**src/rtl/serial_acc_pkg.sv**
```systemverilog
// serial_acc_pkg: shared state encoding, default width and adder helper for the accumulator slice
package serial_acc_pkg;
   localparam int ACC_N = 8;
   typedef enum logic [1:0] {
      IDLE  = 2'd0,
      SHIFT = 2'd1,
      DONE  = 2'd2
   } dp_state_e;
   function automatic logic maj(input logic a, input logic b, input logic c);
      return (a & b) | (a & c) | (b & c);
   endfunction
endpackage

```
**src/rtl/serial_acc_if.sv**
```systemverilog
// serial_acc_if: controller-to-datapath command and status bundle
interface serial_acc_if #(parameter int N = serial_acc_pkg::ACC_N);
   logic         clear_acc;
   logic         load_input;
   logic [N-1:0] data_in;
   logic         done;
   logic         busy;
   logic [N-1:0] acc_out;
   logic         overflow;
   modport master (output clear_acc, load_input, data_in, input done, busy, acc_out, overflow);
   modport slave  (input clear_acc, load_input, data_in, output done, busy, acc_out, overflow);
endinterface

```
**src/rtl/bit_serial_adder.sv**
```systemverilog
// bit_serial_adder: single full adder with a registered carry for LSB-first serial addition
module bit_serial_adder
   import serial_acc_pkg::*;
(
   input  logic clk,
   input  logic reset,
   input  logic clr,
   input  logic en,
   input  logic a,
   input  logic b,
   output logic s,
   output logic co
);
   logic carry_q, carry_d;
   assign s  = a ^ b ^ carry_q;
   assign co = maj(a, b, carry_q);
   always_comb carry_d = clr ? 1'b0 : en ? co : carry_q;
   always_ff @(posedge clk or posedge reset)
      if (reset) carry_q <= 1'b0;
      else       carry_q <= carry_d;
endmodule

```
**src/rtl/serial_acc_datapath.sv**
```systemverilog
// serial_acc_datapath: bit-serial accumulator with committed result and sticky overflow
module serial_acc_datapath
   import serial_acc_pkg::*;
#(
   parameter int N = ACC_N
) (
   input logic         clk,
   input logic         reset,
   serial_acc_if.slave bus
);
   localparam int CNT_W = (N > 1) ? $clog2(N) : 1;
   dp_state_e    state_q, state_d;
   logic [N-1:0] op_q, op_d, acc_sr_q, acc_sr_d, acc_out_q, acc_out_d, sum_vec;
   logic [CNT_W-1:0] cnt_q, cnt_d;
   logic         ovf_q, ovf_d, load_acc, s, co;
   assign load_acc = (state_q == IDLE) & bus.load_input & ~bus.clear_acc;
   assign sum_vec  = N'({s, acc_sr_q} >> 1);
   bit_serial_adder u_add (
      .clk   (clk),
      .reset (reset),
      .clr   (load_acc | bus.clear_acc),
      .en    (state_q == SHIFT),
      .a     (acc_sr_q[0]),
      .b     (op_q[0]),
      .s     (s),
      .co    (co)
   );
   always_comb begin
      state_d   = state_q;
      op_d      = op_q;
      acc_sr_d  = acc_sr_q;
      cnt_d     = cnt_q;
      acc_out_d = acc_out_q;
      ovf_d     = ovf_q;
      if (bus.clear_acc) begin
         state_d   = IDLE;
         op_d      = '0;
         acc_sr_d  = '0;
         cnt_d     = '0;
         acc_out_d = '0;
         ovf_d     = 1'b0;
      end else if (state_q == IDLE) begin
         if (bus.load_input) begin
            op_d     = bus.data_in;
            acc_sr_d = acc_out_q;
            cnt_d    = '0;
            state_d  = SHIFT;
         end
      end else if (state_q == SHIFT) begin
         acc_sr_d = sum_vec;
         op_d     = op_q >> 1;
         cnt_d    = cnt_q + CNT_W'(1);
         // last bit: commit the finished sum and fold its carry-out into the sticky flag
         if (cnt_q == CNT_W'(N - 1)) begin
            acc_out_d = sum_vec;
            ovf_d     = ovf_q | co;
            state_d   = DONE;
         end
      end else begin
         state_d = IDLE;
      end
   end
   always_ff @(posedge clk or posedge reset)
      if (reset) begin
         state_q   <= IDLE;
         op_q      <= '0;
         acc_sr_q  <= '0;
         cnt_q     <= '0;
         acc_out_q <= '0;
         ovf_q     <= 1'b0;
      end else begin
         state_q   <= state_d;
         op_q      <= op_d;
         acc_sr_q  <= acc_sr_d;
         cnt_q     <= cnt_d;
         acc_out_q <= acc_out_d;
         ovf_q     <= ovf_d;
      end
   assign bus.busy     = (state_q == SHIFT);
   assign bus.done     = (state_q == DONE);
   assign bus.acc_out  = acc_out_q;
   assign bus.overflow = ovf_q;
endmodule

```
**src/flat_wrapper.sv**
```systemverilog
// flat-port wrapper written by rule: the top's interface ports become plain ports
module serial_acc_datapath_flat import serial_acc_pkg::*;
#(
   parameter int N = ACC_N
)
  (clk, reset, bus_clear_acc, bus_load_input, bus_data_in, bus_done, bus_busy, bus_acc_out, bus_overflow);
  serial_acc_if #(.N(N)) bus_i ();
  input logic clk;
  input logic reset;
  input wire logic [$bits(bus_i.clear_acc)-1:0] bus_clear_acc;
  input wire logic [$bits(bus_i.load_input)-1:0] bus_load_input;
  input wire logic [$bits(bus_i.data_in)-1:0] bus_data_in;
  output wire logic [$bits(bus_i.done)-1:0] bus_done;
  output wire logic [$bits(bus_i.busy)-1:0] bus_busy;
  output wire logic [$bits(bus_i.acc_out)-1:0] bus_acc_out;
  output wire logic [$bits(bus_i.overflow)-1:0] bus_overflow;
  assign bus_i.clear_acc = bus_clear_acc;
  assign bus_i.load_input = bus_load_input;
  assign bus_i.data_in = bus_data_in;
  assign bus_done = bus_i.done;
  assign bus_busy = bus_i.busy;
  assign bus_acc_out = bus_i.acc_out;
  assign bus_overflow = bus_i.overflow;
  serial_acc_datapath #(.N(N)) u_core (.clk(clk), .reset(reset), .bus(bus_i));
endmodule
```
**config.mk**
```make
export PLATFORM = sky130hd
export DESIGN_NAME = serial_acc_datapath_flat
export DESIGN_NICKNAME = d
export VERILOG_FILES = /design/src/rtl/serial_acc_pkg.sv /design/src/rtl/serial_acc_if.sv /design/src/rtl/bit_serial_adder.sv /design/src/rtl/serial_acc_datapath.sv /design/src/flat_wrapper.sv
export SDC_FILE = /design/constraint.sdc
export NUM_CORES = 1
export LEC_CHECK = 0
export BUFFER_PORTS_ARGS = -buffer_cell sky130_fd_sc_hd__buf_2
export CAP_MARGIN = 5
export CORE_MARGIN = 3
export CORE_UTILIZATION = 45
export CTS_BUF_LIST = sky130_fd_sc_hd__clkbuf_8 sky130_fd_sc_hd__clkbuf_16
export CTS_CLUSTER_DIAMETER = 80
export DETAILED_ROUTE_END_ITERATION = 10
export PLACE_DENSITY = 0.68
export SYNTH_ARGS = -nofsm -noshare
export SYNTH_HDL_FRONTEND = slang
export SYNTH_HIERARCHICAL = 1
export SYNTH_SLANG_ARGS = --single-unit
```
**constraint.sdc**
```tcl
create_clock -name clk -period 2.1 [get_ports clk]
set_clock_uncertainty 0.15 [all_clocks]
set_input_delay 0.105 -clock clk [delete_from_list [all_inputs] [get_ports clk]]
set_output_delay 0.105 -clock clk [all_outputs]
set_load 0.02 [all_outputs]
```
==> metrics.yaml, run 1 <==
outcome:
  status: "finished, final reports clean"
route:
  vias_per_cell: 5.11
  routedWlPerCell_um: 13.8
  dr.pass1.iters: 4
  top_layer: "met4"
  drtAntennaViolNets: 0
  wirelength_um: 2660
  drcViolationCount: 0
  drt-met1-wl_um: 1250
  drt_iter0_markers: 43
  vias: 987
  routed-wl-met3_um: 128
  route.met2.wl_um: 1220
synth:
  yosysSeqAreaShare: 0.530
  synth_top_family_by_area: "multiplexers"
  synthMuxAreaShare: 0.204
  syn_inst: 118
  syn_avg_cell_area_um2: 12.4
  synth-xor-area-share: 0
  ys_types: 21
  synth_fa_ha_area_frac: 0.0308
  synth_nets: 133
  ys_ff_latch: 31
  synth-simple-area-share: 0.0710
  synth.cell_area_um2: 1460
  yosys_warnings: 6
  synth_compound_area_frac: 0.109
clocking:
  clkTransAtPathRegs_ps: 60
  cts_setup_buffers: 0
  cts_made_buffers: 5
  clock_path_buffers: 2
  insertion_delay_ps: 280
  clockRootBuffer: "clkbuf_8"
  clock_sinks: 31
  htreeDepth: 2
  ctsResizeCount: 0
  cts_tree: "yes"
floorplan:
  fp-row-count: 20
  io_pins: 23
  fp.dieW_um: 63.0
  fp.dieH_um: 63.0
  start_util: 0.475
  coreArea_um2: 3080
  die-area_um2: 3970
sta:
  post-route-min-period_ps: 1770
  tightest_slew_ps: 728
  setup_viol: 0
  hold-worst-slack_ps: 25.6
  clock.fmax_ghz: 0.565
  fin_tns_setup_ps: 0
  drv_slew: 0
  rsz0062_at_grt: "no"
  finalCritPeriodShare: 0.843
  max_slew_margin: 0.515
  hold_viol: 0
critical_path:
  worstPathArrival_ps: 1780
  r2r_start: "u_core/state_q[1]"
  rrSetupSlack_ps: 330
  startpoint: "u_core/state_q[1]"
  endpoint_kind: "flip-flop"
  critPathKind: "flip-flop to flip-flop"
  crit_fanout: 19
  cp-start-kind: "flip-flop"
  required_ps: 2110
flow_run:
  maxCapViolCount: 0
worst_hold_path:
  hp-class: "input pin to flip-flop"
  hp-start: "bus_data_in[6]"
layout:
  final_cells: 193
  diodes: 0
  area_delta_synth_final_pct: 17.9
  final_common_cell: "dfrtp_1"
  drive_above_1_share: 0.329
  final_nets: 163
  final_cell_mix: "dfrtp_1, buf_2, a22o_1, mux2_2, nor2_1"
  fill_cells: 281
grt:
  overflow: 0
  antenna_found_initial: 0
  grt_pass1_wl_um: 4750
  grt_pass1_vias: 1064
  grt_max_degree: 31
  grt_use_total: 0.156
place:
  place.detailed.hpwl_um: 1770
  gp_congestion: 0.702
  post-place-cells: 182
  io_buffers: 22
pwr:
  p_leak_uw: 0.000969
  ir_drop_uv: 543
  pwr_density_cell_nw_per_um2: 671
-- path summary, 6_finish.rpt --
kind                                             end  depth (start not counted)
min in group asynchronous       u_core/u_add/carry_q                          3
worst min register to register   u_core/bus.overflow                          2
worst min-delay path                  u_core/op_q[6]                          3
worst max-delay path                  u_core/op_q[5]                          3
worst max register to register        u_core/op_q[5]                          3
max in group asynchronous             u_core/op_q[5]                          4
-- worst max-delay path, cell delays in order (launching register included) --
cell and delay [ps]:
dfrtp_1 440, o21ba_1 460, a22o_1 340, mux2_2 260
-- per-layer routing --
metal  vias to the layer above  track usage
met4                         0       0.0992
met1                       486        0.192
met5                         -            0
met3                         7       0.0432
met2                        21        0.241
li1                        473            -
-- area by class of cell --
| class | instances | area (um^2) | area share |
|---|---|---|---|
| sequential | 31 | 776 | 0.450 |
| tap | 44 | 55.1 | 0.0319 |
| clock inverter | 3 | 12.5 | 0.00726 |
| timing repair buffer | 30 | 178 | 0.103 |
| multi-input combinational | 73 | 608 | 0.353 |
| clock buffer | 5 | 68.8 | 0.0399 |
| inverter | 7 | 26.3 | 0.0152 |
-- cell families after synthesis --
family / count (synthesis)
AO/OA/AOI/OAI: 19
adder cells (fa/ha/maj): 3
buffers and inverters: 14
flip-flops: 31
multiplexers: 28
AND/OR/NAND/NOR: 23
-- sequential cells by signal (all words and copies together) (netlist names) --
| name | cells |
|---|---|
| u_core/acc_sr_q | 8 |
| u_core/bus.acc_out | 8 |
| u_core/op_q | 8 |
| u_core/cnt_q | 3 |
| u_core/state_q | 2 |
| u_core/bus.overflow | 1 |
| u_core/u_add/carry_q | 1 |
-- repair_timing --
item,in CTS,in global routing
setup endpoints to repair,0,0
hold endpoints to repair,33,0
hold buffers,3,0
-- through the flow --
stage	setup WS (ps)	power, uW	util	cell area [um^2]
CTS	338	1180	0.560	1720
global route	255	1220	0.560	1720
global placement	372	731	0.524	1610
detailed placement	348	735	0.524	1610
floorplan	504	705	-	1460
finish	329	1160	0.560	1720
-- power breakdown --
part,internal [uW],switching (uW)
Clock,222,209
Combinational,47.0,54.7
Sequential,614,10.3
-- Yosys cell counts --
library cell / instances / area, um^2
mux2i_1: 13 / 130
ha_1: 2 / 25.0
clkbuf_1: 1 / 3.75
buf_2: 3 / 15.0
nand2_1: 3 / 11.3
o21ba_1: 1 / 10.0
o21bai_1: 1 / 7.51
fa_1: 1 / 20.0
nor2_1: 14 / 52.6
dfrtp_1: 31 / 776
inv_1: 7 / 26.3
o21ai_1: 1 / 5.00
nand3b_1: 1 / 7.51
buf_6: 3 / 33.8
nor3_2: 1 / 10.0
nand3_1: 1 / 5.00
nor3_1: 1 / 5.00
a22o_1: 15 / 131
mux2_2: 15 / 169
a31oi_1: 1 / 6.26
nor2b_1: 2 / 12.5
No activity file was read; power rests on OpenSTA's default activity.
==> inputs of run 2 (changes only) <==
--- a/config.mk
+++ b/config.mk
@@ -12,7 +12,7 @@
 export CTS_BUF_LIST = sky130_fd_sc_hd__clkbuf_8 sky130_fd_sc_hd__clkbuf_16
 export CTS_CLUSTER_DIAMETER = 80
 export DETAILED_ROUTE_END_ITERATION = 10
-export PLACE_DENSITY = 0.68
+export PLACE_DENSITY = 0.7
 export SYNTH_ARGS = -nofsm -noshare
 export SYNTH_HDL_FRONTEND = slang
 export SYNTH_HIERARCHICAL = 1
==> constraint.sdc (replaced) <==
create_clock -name clk -period 1.5 [get_ports clk]
set_clock_uncertainty 0.15 [all_clocks]
set_input_delay 0.075 -clock clk [delete_from_list [all_inputs] [get_ports clk]]
set_output_delay 0.075 -clock clk [all_outputs]
set_load 0.02 [all_outputs]
==> run 2 against run 1 <==
Net effect:
- the flow now finishes with violations (negative setup slack)
- first-iteration DRC count rose by 9.3%
- critical path type unchanged
- critical endpoint is now u_core/acc_sr_q[7]
- final area grew 25%
- via count grew 13%
- count of clock-buffer cells in the layout rose by 1
- hold slack got worse by 4.6 ps
- largest power group unchanged
==> metrics.yaml, run 2 (synthesis gave the netlist of run 1 again) <==
place:
  place.detailed.hpwl_um: 2140  # was 1770 um
  io_buffers: 22  # unchanged
  post-place-cells: 189  # was 182
  gp_congestion: 0.783  # was 0.702
route:
  vias: 1118  # was 987
  routedWlPerCell_um: 16.7  # was 13.8 um
  drt_iter0_markers: 47  # was 43
  dr.pass1.iters: 4  # unchanged
  drtAntennaViolNets: 0  # unchanged
  wirelength_um: 3600  # was 2660 um
  vias_per_cell: 5.18  # was 5.11
  drcViolationCount: 0  # unchanged
floorplan:
  fp-row-count: 20  # unchanged
  die-area_um2: 3970  # unchanged
  fp.dieW_um: 63.0  # unchanged
  fp.dieH_um: 63.0  # unchanged
  coreArea_um2: 3080  # unchanged
  start_util: 0.475  # unchanged
  io_pins: 23  # unchanged
critical_path:
  critPathKind: "flip-flop to flip-flop"  # unchanged
  worstPathArrival_ps: 1660  # was 1780 ps
  slowest_delay_ps: 500  # was 460 ps
  required_ps: 1530  # was 2110 ps
  rrSetupSlack_ps: -130  # was 330 ps
  crit_fanout: 2  # was 19
  crit_buf_inv: 0  # unchanged
  crit_slowest_cell: "fa_1"  # was o21ba_1
  endpoint_kind: "flip-flop"  # unchanged
  cp_top_family: "adder cells"  # was compound AO/OA/AOI/OAI gates
  worstPathCellList: "fa_1 -> a22o_1 -> mux2_2"  # was o21ba_1 -> a22o_1 -> mux2_2
  cp-start-kind: "flip-flop"  # unchanged
pwr:
  p_leak_uw: 0.00115  # was 0.000969 uW
  design_power_total_uw: 1970  # was 1160 uW
  ir_drop_uv: 644  # was 543 uV
  pwr_density_cell_nw_per_um2: 914  # was 671 nW/um^2
layout:
  drive_above_1_share: 0.453  # was 0.329
  final_nets: 186  # was 163
  fin_util: 0.699  # was 0.560
  final_cells: 216  # was 193
  diodes: 0  # unchanged
  area_delta_synth_final_pct: 47.0  # was 17.9%
  final_cell_mix: "dfrtp_1, buf_2, a22o_1"  # was dfrtp_1, buf_2, a22o_1, mux2_2, nor2_1
  final_common_cell: "dfrtp_1"  # unchanged
worst_hold_path:
  hp-class: "input pin to flip-flop"  # unchanged
sta:
  fin_ws_ps: -134  # was 329 ps
  finalCritPeriodShare: 1.09  # was 0.843
  hold_viol: 0  # unchanged
  setup_viol: 23  # was 0
  fin_tns_setup_ps: -1210  # was 0 ps
  hold-worst-slack_ps: 21.0  # was 25.6 ps
  rsz0062_at_grt: "yes"  # was no
  drv_slew: 0  # unchanged
  max_slew_margin: 0.745  # was 0.515
  post-route-min-period_ps: 1630  # was 1770 ps
  tightest_slew_ps: 383  # was 728 ps
  clock.fmax_ghz: 0.612  # was 0.565 GHz
grt:
  grt_max_degree: 17  # was 31
  grt_pass1_vias: 1170  # was 1,064
  grt_pass1_wl_um: 5760  # was 4750 um
  overflow: 0  # unchanged
  antenna_found_initial: 0  # unchanged
  grt_use_total: 0.192  # was 0.156
flow_run:
  maxCapViolCount: 0  # unchanged
clocking:
  clkTransAtPathRegs_ps: 70  # was 60 ps
  clock_path_buffers: 2  # unchanged
  cts_made_buffers: 5  # unchanged
  cts_tree: "yes"  # unchanged
  htreeDepth: 2  # unchanged
  clockRootBuffer: "clkbuf_8"  # unchanged
  insertion_delay_ps: 290  # was 280 ps
  clock_sinks: 31  # unchanged
outcome:
  status: "finished, violations left"  # was finished, final reports clean
  violations: "negative setup slack"
## run 2: changes by cell type in the layout (fill, tap and decap cells not counted), moves of 2 or more
cell,previous run,this run
buf_12,0,3
buf_4,5,10
buf_6,0,10
dlygate4sd3_1,3,7
ha_1,2,0
ha_4,0,2
inv_1,9,7
mux2_2,15,4
mux2_4,0,11
## run 2: final cells by class
type	count	area, um^2
clock buffers	6	82.6
well taps	44	55.1
flip-flops and latches	31	776
multi-input cells	73	721
repair buffers	53	455
clock inverters	2	35.0
inverters	7	26.3
fillers	212	927
## run 2: stage by stage
step | setup slack [ps] | cell area [um^2]
2_1_floorplan | -88.5 | 1470
3_3_place_gp | -96.7 | 1700
3_5_place_dp | -135 | 1700
4_1_cts | -125 | 1990
5_1_grt | -220 | 2150
6_report | -134 | 2150
## run 2: worst reg2reg max path: cells and delay by family, from the launching register on
family                     cells  cell delay (ps)
muxes                          1              250
DFF                            1              400
AOI/OAI and AO/OA              1              220
adders and majority gates      1              500
## run 2: per-layer routing
| layer | part of all wire | GRT usage | vias to the layer above |
|---|---|---|---|
| met5 | 0 | 0 | - |
| met4 | 0.015 | 0.0771 | 0 |
| met3 | 0.046 | 0.0540 | 7 |
| met2 | 0.50 | 0.319 | 28 |
| met1 | 0.44 | 0.234 | 564 |
| li1 | - | - | 519 |
## run 2: worst paths after layout
| kind | startpoint | depth (start not counted) | end |
|---|---|---|---|
| hold / removal | bus_data_in[5] | 3 | u_core/op_q[5] |
| setup reg to reg | u_core/acc_sr_q[0] | 3 | u_core/acc_sr_q[7] |
| max in group asynchronous | reset | 4 | u_core/op_q[3] |
| setup / recovery | u_core/acc_sr_q[0] | 3 | u_core/acc_sr_q[7] |
| hold reg to reg | u_core/op_q[6] | 1 | u_core/op_q[6] |
| min in group asynchronous | reset | 3 | u_core/u_add/carry_q |
## run 2: power by group
group / leakage, uW / internal [uW] / total [uW] / switching [uW]
Clock: 0.0000612 / 537 / 857 / 320
Combinational: 0.000668 / 130 / 235 / 105
Sequential: 0.000425 / 859 / 875 / 16.1
## run 2: what timing repair did
| item | CTS | global route |
|---|---|---|
| gates cloned | 2 | 1 |
| resized for setup | 12 | 28 |
| pin swaps | 2 | 5 |
| endpoints found under the hold margin | 38 | 0 |
| setup endpoints to repair | 24 | 28 |
| buffers inserted | 4 | 5 |
| hold buffers | 7 | 0 |
==> inputs of run 3 (changes only) <==
--- a/config.mk
+++ b/config.mk
@@ -5,6 +5,7 @@
 export SDC_FILE = /design/constraint.sdc
 export NUM_CORES = 1
 export LEC_CHECK = 0
+export ABC_AREA = 1
 export BUFFER_PORTS_ARGS = -buffer_cell sky130_fd_sc_hd__buf_2
 export CAP_MARGIN = 5
 export CORE_MARGIN = 3
@@ -12,7 +13,7 @@
 export CTS_BUF_LIST = sky130_fd_sc_hd__clkbuf_8 sky130_fd_sc_hd__clkbuf_16
 export CTS_CLUSTER_DIAMETER = 80
 export DETAILED_ROUTE_END_ITERATION = 10
-export PLACE_DENSITY = 0.7
+export PLACE_DENSITY = 0.69
 export SYNTH_ARGS = -nofsm -noshare
 export SYNTH_HDL_FRONTEND = slang
 export SYNTH_HIERARCHICAL = 1
==> run 3 against run 2 <==
Net effect:
- the flow now finishes without violations
- clock power fell by 17%
- largest cell class is now multi-input gates
- sequential cell count did not move
- global-route usage fell by 0.15 points
- critical path type unchanged
- critical path depth rose by 2
- die area rose by 14%
- wire length rose by 8.0%
- non-clock buffer count fell by 9
- count of clock-buffer cells in the layout rose by 1
- critical endpoint unchanged
==> metrics.yaml, run 3 <==
outcome:
  status: "finished, final reports clean"  # was finished, violations left
synth:
  synth_nets: 220  # was 133
  synth_area_leader_cell: "dfrtp_1"  # unchanged
  ys_types: 22  # was 21
  synthArstFlopShare: 1.00  # unchanged
  syn_inst: 205  # was 118
  ys_ff_latch: 31  # unchanged
  syn_avg_cell_area_um2: 8.23  # was 12.4 um^2
  yosysSeqAreaShare: 0.460  # was 0.530
  synth_edf_count: 0  # unchanged
  synth.cell_area_um2: 1690  # was 1460 um^2
  synth_ff_type: "dfrtp_1"  # unchanged
  post-synth-top-area-fraction: 0.460  # was 0.530
  yosysMostFrequentCell: "nand2_1"  # was dfrtp_1
  yosys_warnings: 6  # unchanged
  synth_area_leaders: "dfrtp_1, nand3_1, nand2_1"  # was dfrtp_1, mux2_2, a22o_1
  synthTopCellsByCount: "nand2_1, nand3_1, dfrtp_1, nand4_1, inv_1"  # was dfrtp_1, a22o_1, mux2_2, nor2_1, mux2i_1
layout:
  drive_above_1_share: 0.230  # was 0.453
  fill_cells: 317  # was 212
  final_nets: 257  # was 186
  final_cell_mix: "nand2_1, nand3_1, dfrtp_1"  # was dfrtp_1, buf_2, a22o_1
  multi_input_area_um2: 778  # was 721 um^2
  ff_latch_area_um2: 777  # was 776 um^2
  diodes: 0  # unchanged
  final_common_cell: "nand2_1"  # was dfrtp_1
  area_delta_synth_final_pct: 24.2  # was 47.0%
grt:
  antenna_found_initial: 0  # unchanged
  grt_pass1_vias: 1406  # was 1,170
  grt_use_total: 0.190  # was 0.192
  grt_max_degree: 31  # was 17
  overflow: 0  # unchanged
  grt_pass1_wl_um: 6410  # was 5760 um
pwr:
  intPower_uw: 1440  # was 1530 uW
  ir_drop_uv: 589  # was 644 uV
  swShare: 0.293  # was 0.224
  switching_power_uw: 596  # was 441 uW
  p_clk_frac: 0.350  # was 0.436
  p_leak_uw: 0.00116  # was 0.00115 uW
  p_comb_frac: 0.201  # was 0.119
  pwr_density_cell_nw_per_um2: 972  # was 914 nW/um^2
  pwr-share-seq: 0.449  # was 0.445
sta:
  clock.fmax_ghz: 0.692  # was 0.612 GHz
  finalCritPeriodShare: 0.964  # was 1.09
  drv_slew: 0  # unchanged
  hold_viol: 0  # unchanged
  post-route-min-period_ps: 1450  # was 1630 ps
  setup_viol: 0  # was 23
  tightest_slew_ps: 387  # was 383 ps
  fin_tns_setup_ps: 0  # was -1210 ps
  max_slew_margin: 0.742  # was 0.745
  rsz0062_at_grt: "no"  # was yes
  hold-worst-slack_ps: 42.1  # was 21.0 ps
route:
  routedWlPerCell_um: 13.5  # was 16.7 um
  vias: 1534  # was 1,118
  drcViolationCount: 0  # unchanged
  wirelength_um: 3890  # was 3600 um
  vias_per_cell: 5.31  # was 5.18
  drt_iter0_markers: 102  # was 47
  drtAntennaViolNets: 0  # unchanged
  dr.pass1.iters: 5  # was 4
critical_path:
  cp-start-kind: "flip-flop"  # unchanged
  crit_buf_inv: 0  # unchanged
  r2r_start: "u_core/acc_sr_q[0]"  # unchanged
  critPathKind: "flip-flop to flip-flop"  # unchanged
  startpoint: "u_core/acc_sr_q[0]"  # unchanged
  r2r_end: "u_core/acc_sr_q[7]"  # unchanged
  rrSetupSlack_ps: 50  # was -130 ps
  crit_slowest_cell: "fa_1"  # unchanged
  worstPathCellList: "fa_1 -> nand3_1 -> nand2_1 -> nand2_1 -> nand2_1"  # was fa_1 -> a22o_1 -> mux2_2
  cp_top_family: "adder cells"  # unchanged
  crit_fanout: 2  # unchanged
  endpoint_kind: "flip-flop"  # unchanged
  worstPathArrival_ps: 1520  # was 1660 ps
  slowest_delay_ps: 580  # was 500 ps
  required_ps: 1570  # was 1530 ps
  cp_common_cell: "nand2_1"
  worst-r2r-cell-count: 5  # was 3
clocking:
  clock_path_buffers: 2  # unchanged
  htreeDepth: 2  # unchanged
  cts_tree: "yes"  # unchanged
  cts_setup_buffers: 0  # was 4
  insertion_delay_ps: 280  # was 290 ps
  clockRootBuffer: "clkbuf_8"  # unchanged
  clock_sinks: 31  # unchanged
  clkTransAtPathRegs_ps: 60  # was 70 ps
  cts_made_buffers: 5  # unchanged
flow_run:
  maxCapViolCount: 0  # unchanged
floorplan:
  fp.dieH_um: 67.2  # was 63.0 um
  fp-row-count: 21  # was 20
  start_util: 0.487  # was 0.475
  io_pins: 23  # unchanged
  coreArea_um2: 3470  # was 3080 um^2
  fp.dieW_um: 67.2  # was 63.0 um
  die-area_um2: 4520  # was 3970 um^2
place:
  place.detailed.hpwl_um: 2490  # was 2140 um
  io_buffers: 22  # unchanged
  gp_congestion: 0.765  # was 0.783
worst_hold_path:
  hp-class: "input pin to asynchronous set/reset pin"  # was input pin to flip-flop
[run 3: final cells by class]
type,count,area share
clock buffer,7,0.0460
sequential,31,0.371
timing repair buffer,44,0.161
multi-input combinational,148,0.371
clock inverter,1,0.00179
inverter,12,0.0215
tap,46,0.0275
[run 3: worst max path at each step]
stage	endpoint	cells past startpoint
global route	u_core/acc_sr_q[7]	5
finish	u_core/acc_sr_q[7]	5
floorplan	u_core/bus.acc_out[5]	6
global placement	u_core/bus.acc_out[5]	6
CTS	u_core/bus.acc_out[7]	5
detailed placement	u_core/bus.acc_out[5]	6
[run 3: kinds of logic after synthesis]
logic type,Yosys count,synth area share
flops,31,0.460
fa+ha+maj,3,0.0267
simple gates,140,0.415
buf+inv,26,0.0838
compound gates,5,0.0148
[run 3: what timing repair did]
action	4_1_cts	5_1_grt
hold buffers	10	0
endpoints found under the hold margin	40	0
cloned	0	0
setup endpoints to repair	4	9
resized for setup	2	7
[run 3: power by group through the flow]
stage / sequential [uW] / clock (uW) / combinational, uW
final: 914 / 714 / 409
after global routing: 919 / 755 / 456
after CTS: 914 / 726 / 409
after detailed placement: 928 / 0 / 388
after global placement: 926 / 0 / 385
after floorplan: 920 / 0 / 282
[run 3: layer usage]
metal,part of all wire,global-route usage
met2,0.46,0.303
met4,0.012,0.0861
met3,0.041,0.0399
met1,0.49,0.249
met5,0,0
[run 3: stage by stage]
stage	util	power [uW]	cell area [um^2]	worst slack [ps]	cells
3_5_place_dp	0.544	1320	1890	1.54	271
3_3_place_gp	0.544	1310	1890	38.6	271
6_report	0.604	2040	2100	54.5	289
5_1_grt	0.604	2130	2100	4.89	289
4_1_cts	0.602	2050	2090	9.50	289
2_1_floorplan	-	1200	1690	95.8	205
[run 3: tightest hold or removal path, stage by stage]
cell and delay [ps]:
dlygate4sd3_1 540, buf_2 130, inv_1 50
